[config.mk]
export PLATFORM = sky130hd
export DESIGN_NAME = force_overlay_ctrl
export DESIGN_NICKNAME = d
export VERILOG_FILES = /design/src/rtl/force_overlay_pkg.sv /design/src/rtl/force_overlay_chan.sv /design/src/rtl/force_overlay_ctrl.sv
export SDC_FILE = /design/constraint.sdc
export NUM_CORES = 2
export LEC_CHECK = 0
export CAP_MARGIN = 30
export CORE_AREA = 2 2 310 312
export CTS_CLUSTER_DIAMETER = 200
export DETAILED_ROUTE_END_ITERATION = 10
export DIE_AREA = 0 0 312 314
export PLACE_DENSITY = 0.67
export SLEW_MARGIN = 25
export SYNTH_ARGS = -nofsm -noshare
export SYNTH_HDL_FRONTEND = slang
export SYNTH_HIERARCHICAL = 1
export SYNTH_SLANG_ARGS = --single-unit
export TNS_END_PERCENT = 20
[constraint.sdc]
create_clock -name clk -period 8.8 [get_ports clk]
set_input_delay 1.76 -clock clk [delete_from_list [all_inputs] [get_ports clk]]
set_output_delay 1.76 -clock clk [all_outputs]
set_load 0.01 [all_outputs]
[src/rtl/force_overlay_pkg.sv]
`default_nettype none
// ============================================================================
// force_overlay_pkg : shared types and merge helper for the force overlay
// Revision: 1.0
// ============================================================================
package force_overlay_pkg;

    localparam int MAX_W = 512;

    typedef enum logic [1:0] {
        OP_FORCE       = 2'b00,
        OP_RELEASE     = 2'b01,
        OP_RELEASE_ALL = 2'b10,
        OP_RSVD        = 2'b11
    } op_e;

    typedef enum logic [1:0] {
        ST_IDLE  = 2'b00,
        ST_WAIT  = 2'b01,
        ST_APPLY = 2'b10
    } state_e;

    // Forced bits take the overlay value, released bits pass the driven value.
    function automatic logic [MAX_W-1:0] merge(
        input logic [MAX_W-1:0] din,
        input logic [MAX_W-1:0] val,
        input logic [MAX_W-1:0] mask
    );
        return (din & ~mask) | (val & mask);
    endfunction

endpackage
`default_nettype wire

[src/rtl/force_overlay_chan.sv]
`default_nettype none
// ============================================================================
// force_overlay_chan : per-channel mask/value registers and overlay merge
// Revision: 1.0
// ============================================================================
module force_overlay_chan
    import force_overlay_pkg::*;
#(
    parameter int WIDTH = 64
) (
    input  logic             clk,
    input  logic             rst,
    input  logic             apply,
    input  op_e              op,
    input  logic [WIDTH-1:0] cmd_mask,
    input  logic [WIDTH-1:0] cmd_value,
    input  logic [WIDTH-1:0] sig_in,
    output logic [WIDTH-1:0] sig_out,
    output logic [WIDTH-1:0] mask,
    output logic             forced
);

    logic [WIDTH-1:0] r_mask;
    logic [WIDTH-1:0] r_val;

    always_ff @(posedge clk or posedge rst) begin
        if (rst) begin
            r_mask <= '0;
            r_val  <= '0;
        end else if (apply) begin
            case (op)
                OP_FORCE: begin
                    r_mask <= r_mask | cmd_mask;
                    r_val  <= (r_val & ~cmd_mask) | (cmd_value & cmd_mask);
                end
                OP_RELEASE:     r_mask <= r_mask & ~cmd_mask;
                OP_RELEASE_ALL: r_mask <= '0;
                default: ;
            endcase
        end
    end

    // Zero-latency path from sig_in; only mask/val are registered.
    assign sig_out = WIDTH'(merge(MAX_W'(sig_in), MAX_W'(r_val), MAX_W'(r_mask)));
    assign mask    = r_mask;
    assign forced  = |r_mask;

endmodule
`default_nettype wire

[src/rtl/force_overlay_ctrl.sv]
`default_nettype none
// ============================================================================
// force_overlay_ctrl : command FSM, delay counter and readback for overlay
// Revision: 1.0
// ============================================================================
module force_overlay_ctrl
    import force_overlay_pkg::*;
#(
    parameter int WIDTH    = 64,
    parameter int CHANNELS = 4,
    parameter int DELAY_W  = 8,
    parameter int CHW      = (CHANNELS > 1) ? $clog2(CHANNELS) : 1
) (
    input  logic                      clk,
    input  logic                      rst,
    input  logic                      cmd_valid,
    output logic                      cmd_ready,
    input  logic [1:0]                cmd_op,
    input  logic [CHW-1:0]            cmd_chan,
    input  logic [WIDTH-1:0]          cmd_mask,
    input  logic [WIDTH-1:0]          cmd_value,
    input  logic [DELAY_W-1:0]        cmd_delay,
    input  logic                      cmd_abort,
    output logic                      done,
    output logic                      err,
    input  logic [CHANNELS*WIDTH-1:0] sig_in,
    output logic [CHANNELS*WIDTH-1:0] sig_out,
    output logic [CHANNELS-1:0]       forced,
    input  logic [CHW-1:0]            rd_chan,
    output logic [WIDTH-1:0]          rd_data,
    output logic [WIDTH-1:0]          rd_mask
);

    state_e             r_state;
    state_e             w_next;
    op_e                r_op;
    logic [CHW-1:0]     r_chan;
    logic [WIDTH-1:0]   r_mask;
    logic [WIDTH-1:0]   r_value;
    logic               r_bad;
    logic [DELAY_W-1:0] r_cnt;
    logic               w_accept;
    logic               w_bad;
    logic [CHANNELS-1:0] w_apply;
    logic [WIDTH-1:0]   w_mask [CHANNELS];
    logic [WIDTH-1:0]   w_rd_data;
    logic [WIDTH-1:0]   w_rd_mask;

    assign w_accept = cmd_valid & cmd_ready;
    // RELEASE_ALL ignores the channel field, so it can never be out of range.
    assign w_bad = (op_e'(cmd_op) == OP_RSVD) |
                   ((op_e'(cmd_op) != OP_RELEASE_ALL) &
                    ({1'b0, cmd_chan} >= (CHW+1)'(CHANNELS)));

    always_ff @(posedge clk or posedge rst) begin
        if (rst) begin
            r_state <= ST_IDLE;
        end else begin
            r_state <= w_next;
        end
    end

    always_comb begin
        w_next    = r_state;
        cmd_ready = 1'b0;
        done      = 1'b0;
        err       = 1'b0;
        case (r_state)
            ST_IDLE: begin
                cmd_ready = ~rst;
                if (cmd_valid && !rst) begin
                    w_next = (cmd_delay == '0) ? ST_APPLY : ST_WAIT;
                end
            end
            ST_WAIT: begin
                if (cmd_abort) begin
                    w_next = ST_IDLE;
                end else if (r_cnt == DELAY_W'(1)) begin
                    w_next = ST_APPLY;
                end
            end
            ST_APPLY: begin
                done   = ~r_bad;
                err    = r_bad;
                w_next = ST_IDLE;
            end
            default: w_next = ST_IDLE;
        endcase
    end

    always_ff @(posedge clk or posedge rst) begin
        if (rst) begin
            r_op    <= OP_FORCE;
            r_chan  <= '0;
            r_mask  <= '0;
            r_value <= '0;
            r_bad   <= 1'b0;
            r_cnt   <= '0;
        end else if (w_accept) begin
            r_op    <= op_e'(cmd_op);
            r_chan  <= cmd_chan;
            r_mask  <= cmd_mask;
            r_value <= cmd_value;
            r_bad   <= w_bad;
            r_cnt   <= cmd_delay;
        end else if (r_state == ST_WAIT && !cmd_abort && r_cnt != DELAY_W'(1)) begin
            r_cnt <= r_cnt - DELAY_W'(1);
        end
    end

    for (genvar k = 0; k < CHANNELS; k++) begin : g_chan
        assign w_apply[k] = (r_state == ST_APPLY) & ~r_bad &
                            ((r_op == OP_RELEASE_ALL) | (r_chan == CHW'(k)));

        force_overlay_chan #(
            .WIDTH (WIDTH)
        ) u_chan (
            .clk       (clk),
            .rst       (rst),
            .apply     (w_apply[k]),
            .op        (r_op),
            .cmd_mask  (r_mask),
            .cmd_value (r_value),
            .sig_in    (sig_in[k*WIDTH +: WIDTH]),
            .sig_out   (sig_out[k*WIDTH +: WIDTH]),
            .mask      (w_mask[k]),
            .forced    (forced[k])
        );
    end

    // Unmatched selects (rd_chan >= CHANNELS) fall through to zero.
    always_comb begin
        w_rd_data = '0;
        w_rd_mask = '0;
        for (int k = 0; k < CHANNELS; k++) begin
            if (rd_chan == CHW'(k)) begin
                w_rd_data = sig_out[k*WIDTH +: WIDTH];
                w_rd_mask = w_mask[k];
            end
        end
    end

    always_ff @(posedge clk or posedge rst) begin
        if (rst) begin
            rd_data <= '0;
            rd_mask <= '0;
        end else begin
            rd_data <= w_rd_data;
            rd_mask <= w_rd_mask;
        end
    end

endmodule
`default_nettype wire

* After elaboration in Yosys (flattened, before gate mapping) *
Cells that the tools add are included.

storage, ports and cells
  bits in registers = 783
  output and inout port bits = 391

cells by class
  $add $sub $neg = 1
  equality and inequality tests = 15
  multiplexer cells = 22
  bitwise logic cells = 46
  reduce and logical (&&, ||, !) cells = 25

operators by type and width
  cell                 count
  $and 64x64->64       17
  $or 64x64->64        12
  $pmux 64 s3          4
  $mux 64              8
  $not 64->64          5
  $reduce_or 64->1     4
  $reduce_and 2->1     9
  $mux 8               2
  $eq 2x2->1 const B   7
  $eq 2x1->1 const B   4
  $eq 8x1->1 const B   1
  $logic_not 2->1      4
  $logic_not 8->1      1
  $mux 2               4
  $ne 8x1->1 const B   1
  $sub 8x1->8 const B  1
  $and 1x1->1          6
  $or 1x1->1           4
  $pmux 2 s2           1
  $logic_and 1x1->1    3
  $mux 1               3
  $ne 3x3->1 const B   1
  $reduce_bool 3->1    1
  $logic_not 1->1      2
  3 further kinds      4

* Logic depth before layout (Yosys ltp) *
  depth in word-level cells = 7
  depth in mapped cells = 7
  mapped depth without buffers = 6

* Cells and area by module *
The synthesis kept the hierarchy.

by module, submodules not included
  module                                     times used  cells an instance  area each (um2)  sequential area each (um2)
  force_overlay_chan (g_chan[1].u_chan ...)  3           570                6,279.8          3,203.1
  force_overlay_ctrl                         1           932                11,927.7         6,781.5
  force_overlay_chan (g_chan[0].u_chan)      1           570                6,264.8          3,203.1

* Worst setup path before layout *
No wires, ideal clock.

  path kind = input port to flip-flop
  start = input port rst
  end = register r_mask[25]
  setup time = 0.117 ns
  data arrival time = 8.829 ns
  data required time = 8.683 ns
  setup slack = -0.145 ns
  stages = 6
  path buffers = 2
  cell sequence = inv_1 nand3_1 clkbuf_1 clkbuf_1 nand2_1 nand2_1

on the way
  cells in the longest elaborated chain, start to end = 3

ends and longest elaborated chain
  element               line                       source
  from (decl)           force_overlay_ctrl.sv:15   input logic rst,
  $not 1->1             force_overlay_ctrl.sv:70   cmd_ready = ~rst;
  $mux 1                force_overlay_ctrl.sv:68   case (r_state)
  $and 1x1->1           force_overlay_ctrl.sv:49   assign w_accept = cmd_valid & cmd_ready;
  to (signal assigned)  force_overlay_ctrl.sv:102  r_mask <= cmd_mask;
  to (decl)             force_overlay_ctrl.sv:38   logic [WIDTH-1:0] r_mask;

Every way passes these cells.
A chain may end at the register's enable or synchronous reset.

* Final worst setup path *
  start = register g_chan[1].u_chan.r_mask[29]
  end = output port forced[1]

on the way
  cells in the longest elaborated chain, start to end = 1

ends and longest elaborated chain
  element                 line                      source
  from (decl)             force_overlay_chan.sv:23  logic [WIDTH-1:0] r_mask;
  from (signal assigned)  force_overlay_chan.sv:33  r_mask <= r_mask | cmd_mask;
  from (signal assigned)  force_overlay_chan.sv:36  OP_RELEASE: r_mask <= r_mask & ~cmd_mask;
  $reduce_or 64->1        force_overlay_chan.sv:46  assign forced = |r_mask;
  to (decl)               force_overlay_ctrl.sv:28  output logic [CHANNELS-1:0] forced,

Every way passes these cells.

==> impl_metrics.env <==
export IMPL_syn_inst=3212
export IMPL_netlist_area_leader_share=0.529
export IMPL_overflow=0
export IMPL_postSynth_asyncResetShare=1.00
export IMPL_holdCritPathClass="reg2reg"
export IMPL_synth_top_area_cell="dfrtp_1"
export IMPL_clockBufferDepth=3
export IMPL_syn_nets=3628
export IMPL_arrival_ns=3.58
export IMPL_cap_violations=0
export IMPL_fill_cells=8332
export IMPL_via_count=30632
export IMPL_power_density_nw_per_um2=318
export IMPL_io_buffers=792
export IMPL_critPathRequiredTime_ns=7.04
export IMPL_finalNetCount=4376
export IMPL_routed_via_density=5.77
export IMPL_die_area_um2=98000
export IMPL_regToRegSetupSlack_ns=5.57
export IMPL_cts_hold_buffers_added=0
export IMPL_cts_buffers_inserted=87
export IMPL_fin_setup_tns_ns=0
export IMPL_peakVddDrop_v=0.000149
export IMPL_finalCriticalPeriod_ns=5.34
export IMPL_gp_congestion=0.899
export IMPL_cts_root_buf="clkbuf_16"
export IMPL_synth_fa_ha_area_frac=0.00473
export IMPL_grt_usage=0.307
export IMPL_worst_pin_slew_ns=1.10
export IMPL_ios=793
export IMPL_grt_max_degree=145
export IMPL_clock_sinks=783
export IMPL_synth_xor_area_frac=0
export IMPL_hpwl_um=104000
export IMPL_synth_most_common_cell="dfrtp_1"
export IMPL_htree_levels=3
export IMPL_fmax_ghz=0.187
export IMPL_synth_seq_cells=783
export IMPL_first_pass_iters=5
export IMPL_cts_tree="yes"
export IMPL_p_leak_uw=0.0212
export IMPL_cts_resized=0
export IMPL_synthesis_area_um2=37000
export IMPL_fp_row_count=113
export IMPL_synth_edf_count=0
export IMPL_final_hold_violation_count=0
export IMPL_synth_area_leaders="dfrtp_1, mux2_2, mux4_2"
export IMPL_coreArea_um2=94400
export IMPL_wirelength_um=154000
export IMPL_drc=0
export IMPL_synth_compound_area_frac=0.0738
export IMPL_crit_fanout=4
export IMPL_whs_path_depth=1
export IMPL_synth_top_cells_by_count="dfrtp_1, nand2_1, a21oi_1"
export IMPL_clk_pin_slew_ns=0.06
export IMPL_crit_path_end_kind="primary output"
export IMPL_crit_type="reg2out"
export IMPL_r2r_cells=6
export IMPL_die_h_um=314
export IMPL_slew_headroom=0.264
export IMPL_grt_pass1_wl_um=221000
export IMPL_maxSlewViolCount=0
export IMPL_clock_skew_ns=0.0246
export IMPL_ys_warn_count=6
export IMPL_syn_to_final_growth_pct=32.9
export IMPL_regToRegStartpoint="r_state[0]"
export IMPL_synth_top_family_by_area="multiplexers"
export IMPL_muxShareOfSynthArea=0.234
export IMPL_grt_pass1_vias=30559
export IMPL_drtIter0Drc=3192
export IMPL_antenna_found_initial=26
export IMPL_status="completed"
export IMPL_clk_insertion_delay_late_ns=0.65
export IMPL_min_period_over_period=0.607
export IMPL_synth_cell_types=45
export IMPL_synth_ff_type="dfrtp_1"
export IMPL_fp_dieW_um=312
export IMPL_postCtsSetupBuffers=0
export IMPL_postRouteAntennaNets=0
export IMPL_start_kind="flop"
export IMPL_yosysSeqAreaShare=0.529
export IMPL_post_drt_wl_per_cell_um=29.0
export IMPL_avgSynthCellArea_um2=11.5
export IMPL_post_route_util=0.521
export IMPL_rsz0062_at_grt="no"
export IMPL_drive_above_1_share=0.213
export IMPL_yosys_area_share_simple=0.133
export IMPL_start_util=0.392
export IMPL_setup_violations=0
-- metal layers --
| metal | wire length (um) | vias to the layer above | GRT usage |
|---|---|---|---|
| met4 | 6040 | 8 | 0.121 |
| li1 | - | 12808 | - |
| met1 | 60300 | 15870 | 0.396 |
| met3 | 13200 | 293 | 0.0766 |
| met2 | 74300 | 1653 | 0.500 |
| met5 | 53 | - | 0 |
-- cell usage in the layout (no fill, tap or decap), drive strengths merged, types with 2 or more instances in the layout --
| cell | count |
|---|---|
| a21oi | 518 |
| nand2 | 663 |
| nand3 | 2 |
| clkinv | 14 |
| a21o | 2 |
| nand4 | 16 |
| nor4 | 67 |
| clkdlybuf4s50 | 790 |
| o21ai | 2 |
| diode | 19 |
| nor3 | 8 |
| nor3b | 2 |
| nor2b | 4 |
| buf | 40 |
| a211oi | 4 |
| ha | 14 |
| or3b | 2 |
| mux2i | 3 |
| a32oi | 3 |
| or4 | 4 |
| clkbuf | 137 |
| dfrtp | 783 |
| inv | 20 |
| mux2 | 512 |
| nand2b | 259 |
| and2 | 8 |
| bufinv | 2 |
| nor2 | 6 |
| mux4 | 128 |
-- power by group --
| group | total, uW | switching, uW | internal (uW) |
|---|---|---|---|
| clock | 3690 | 1530 | 2160 |
| combinational | 5190 | 2250 | 2940 |
| sequential | 6780 | 1950 | 4830 |
-- metrics by stage --
stage	cells	total power, uW	cell area (um^2)	setup slack [ns]	hold slack [ns]
floorplan	3212	8630	37000	1.82	0.446
global placement	5128	11700	46200	3.65	0.482
detailed placement	5131	11900	46200	3.64	0.488
CTS	5284	15600	49100	3.34	0.502
global route	5308	16300	49200	3.42	0.515
finish	5308	15700	49200	3.46	0.500
-- worst max-delay path by stage --
stage	slack (ns)	depth (start not counted)	end	from
CTS	3.34	4	forced[0]	g_chan[0].u_chan/mask[29]
detailed placement	3.64	3	cmd_ready	rst
finish	3.46	4	forced[1]	g_chan[1].u_chan/mask[29]
global route	3.42	4	forced[1]	g_chan[1].u_chan/mask[29]
global placement	3.65	3	cmd_ready	rst
floorplan	1.82	6	r_mask[25]	rst
-- worst max-delay path, cell delays in order, from the launching register on --
cell and delay (ns):
dfrtp_1 0.45, nor4_1 0.78, nand4_1 0.49, or4_1 0.63, clkdlybuf4s50_1 0.57
-- cells by family after synthesis --
kind of cell / count (synthesis)
adders and majority gates: 14
DFF: 783
and+or+nand+nor: 1047
muxes: 643
AOI/OAI and AO/OA: 533
buffers and inverters: 192
-- layout make-up --
class                      count  area [um^2]  share of cell area
sequential                   783        19600               0.398
multi-input combinational   2237        16700               0.339
timing repair buffer         831         8370               0.170
clock buffer                 136         2700              0.0548
tap                         1265         1580              0.0322
clock inverter                17          160             0.00325
inverter                      20         98.8             0.00201
antenna                       19         47.5            0.000966
No activity file was read; power rests on OpenSTA's default activity.
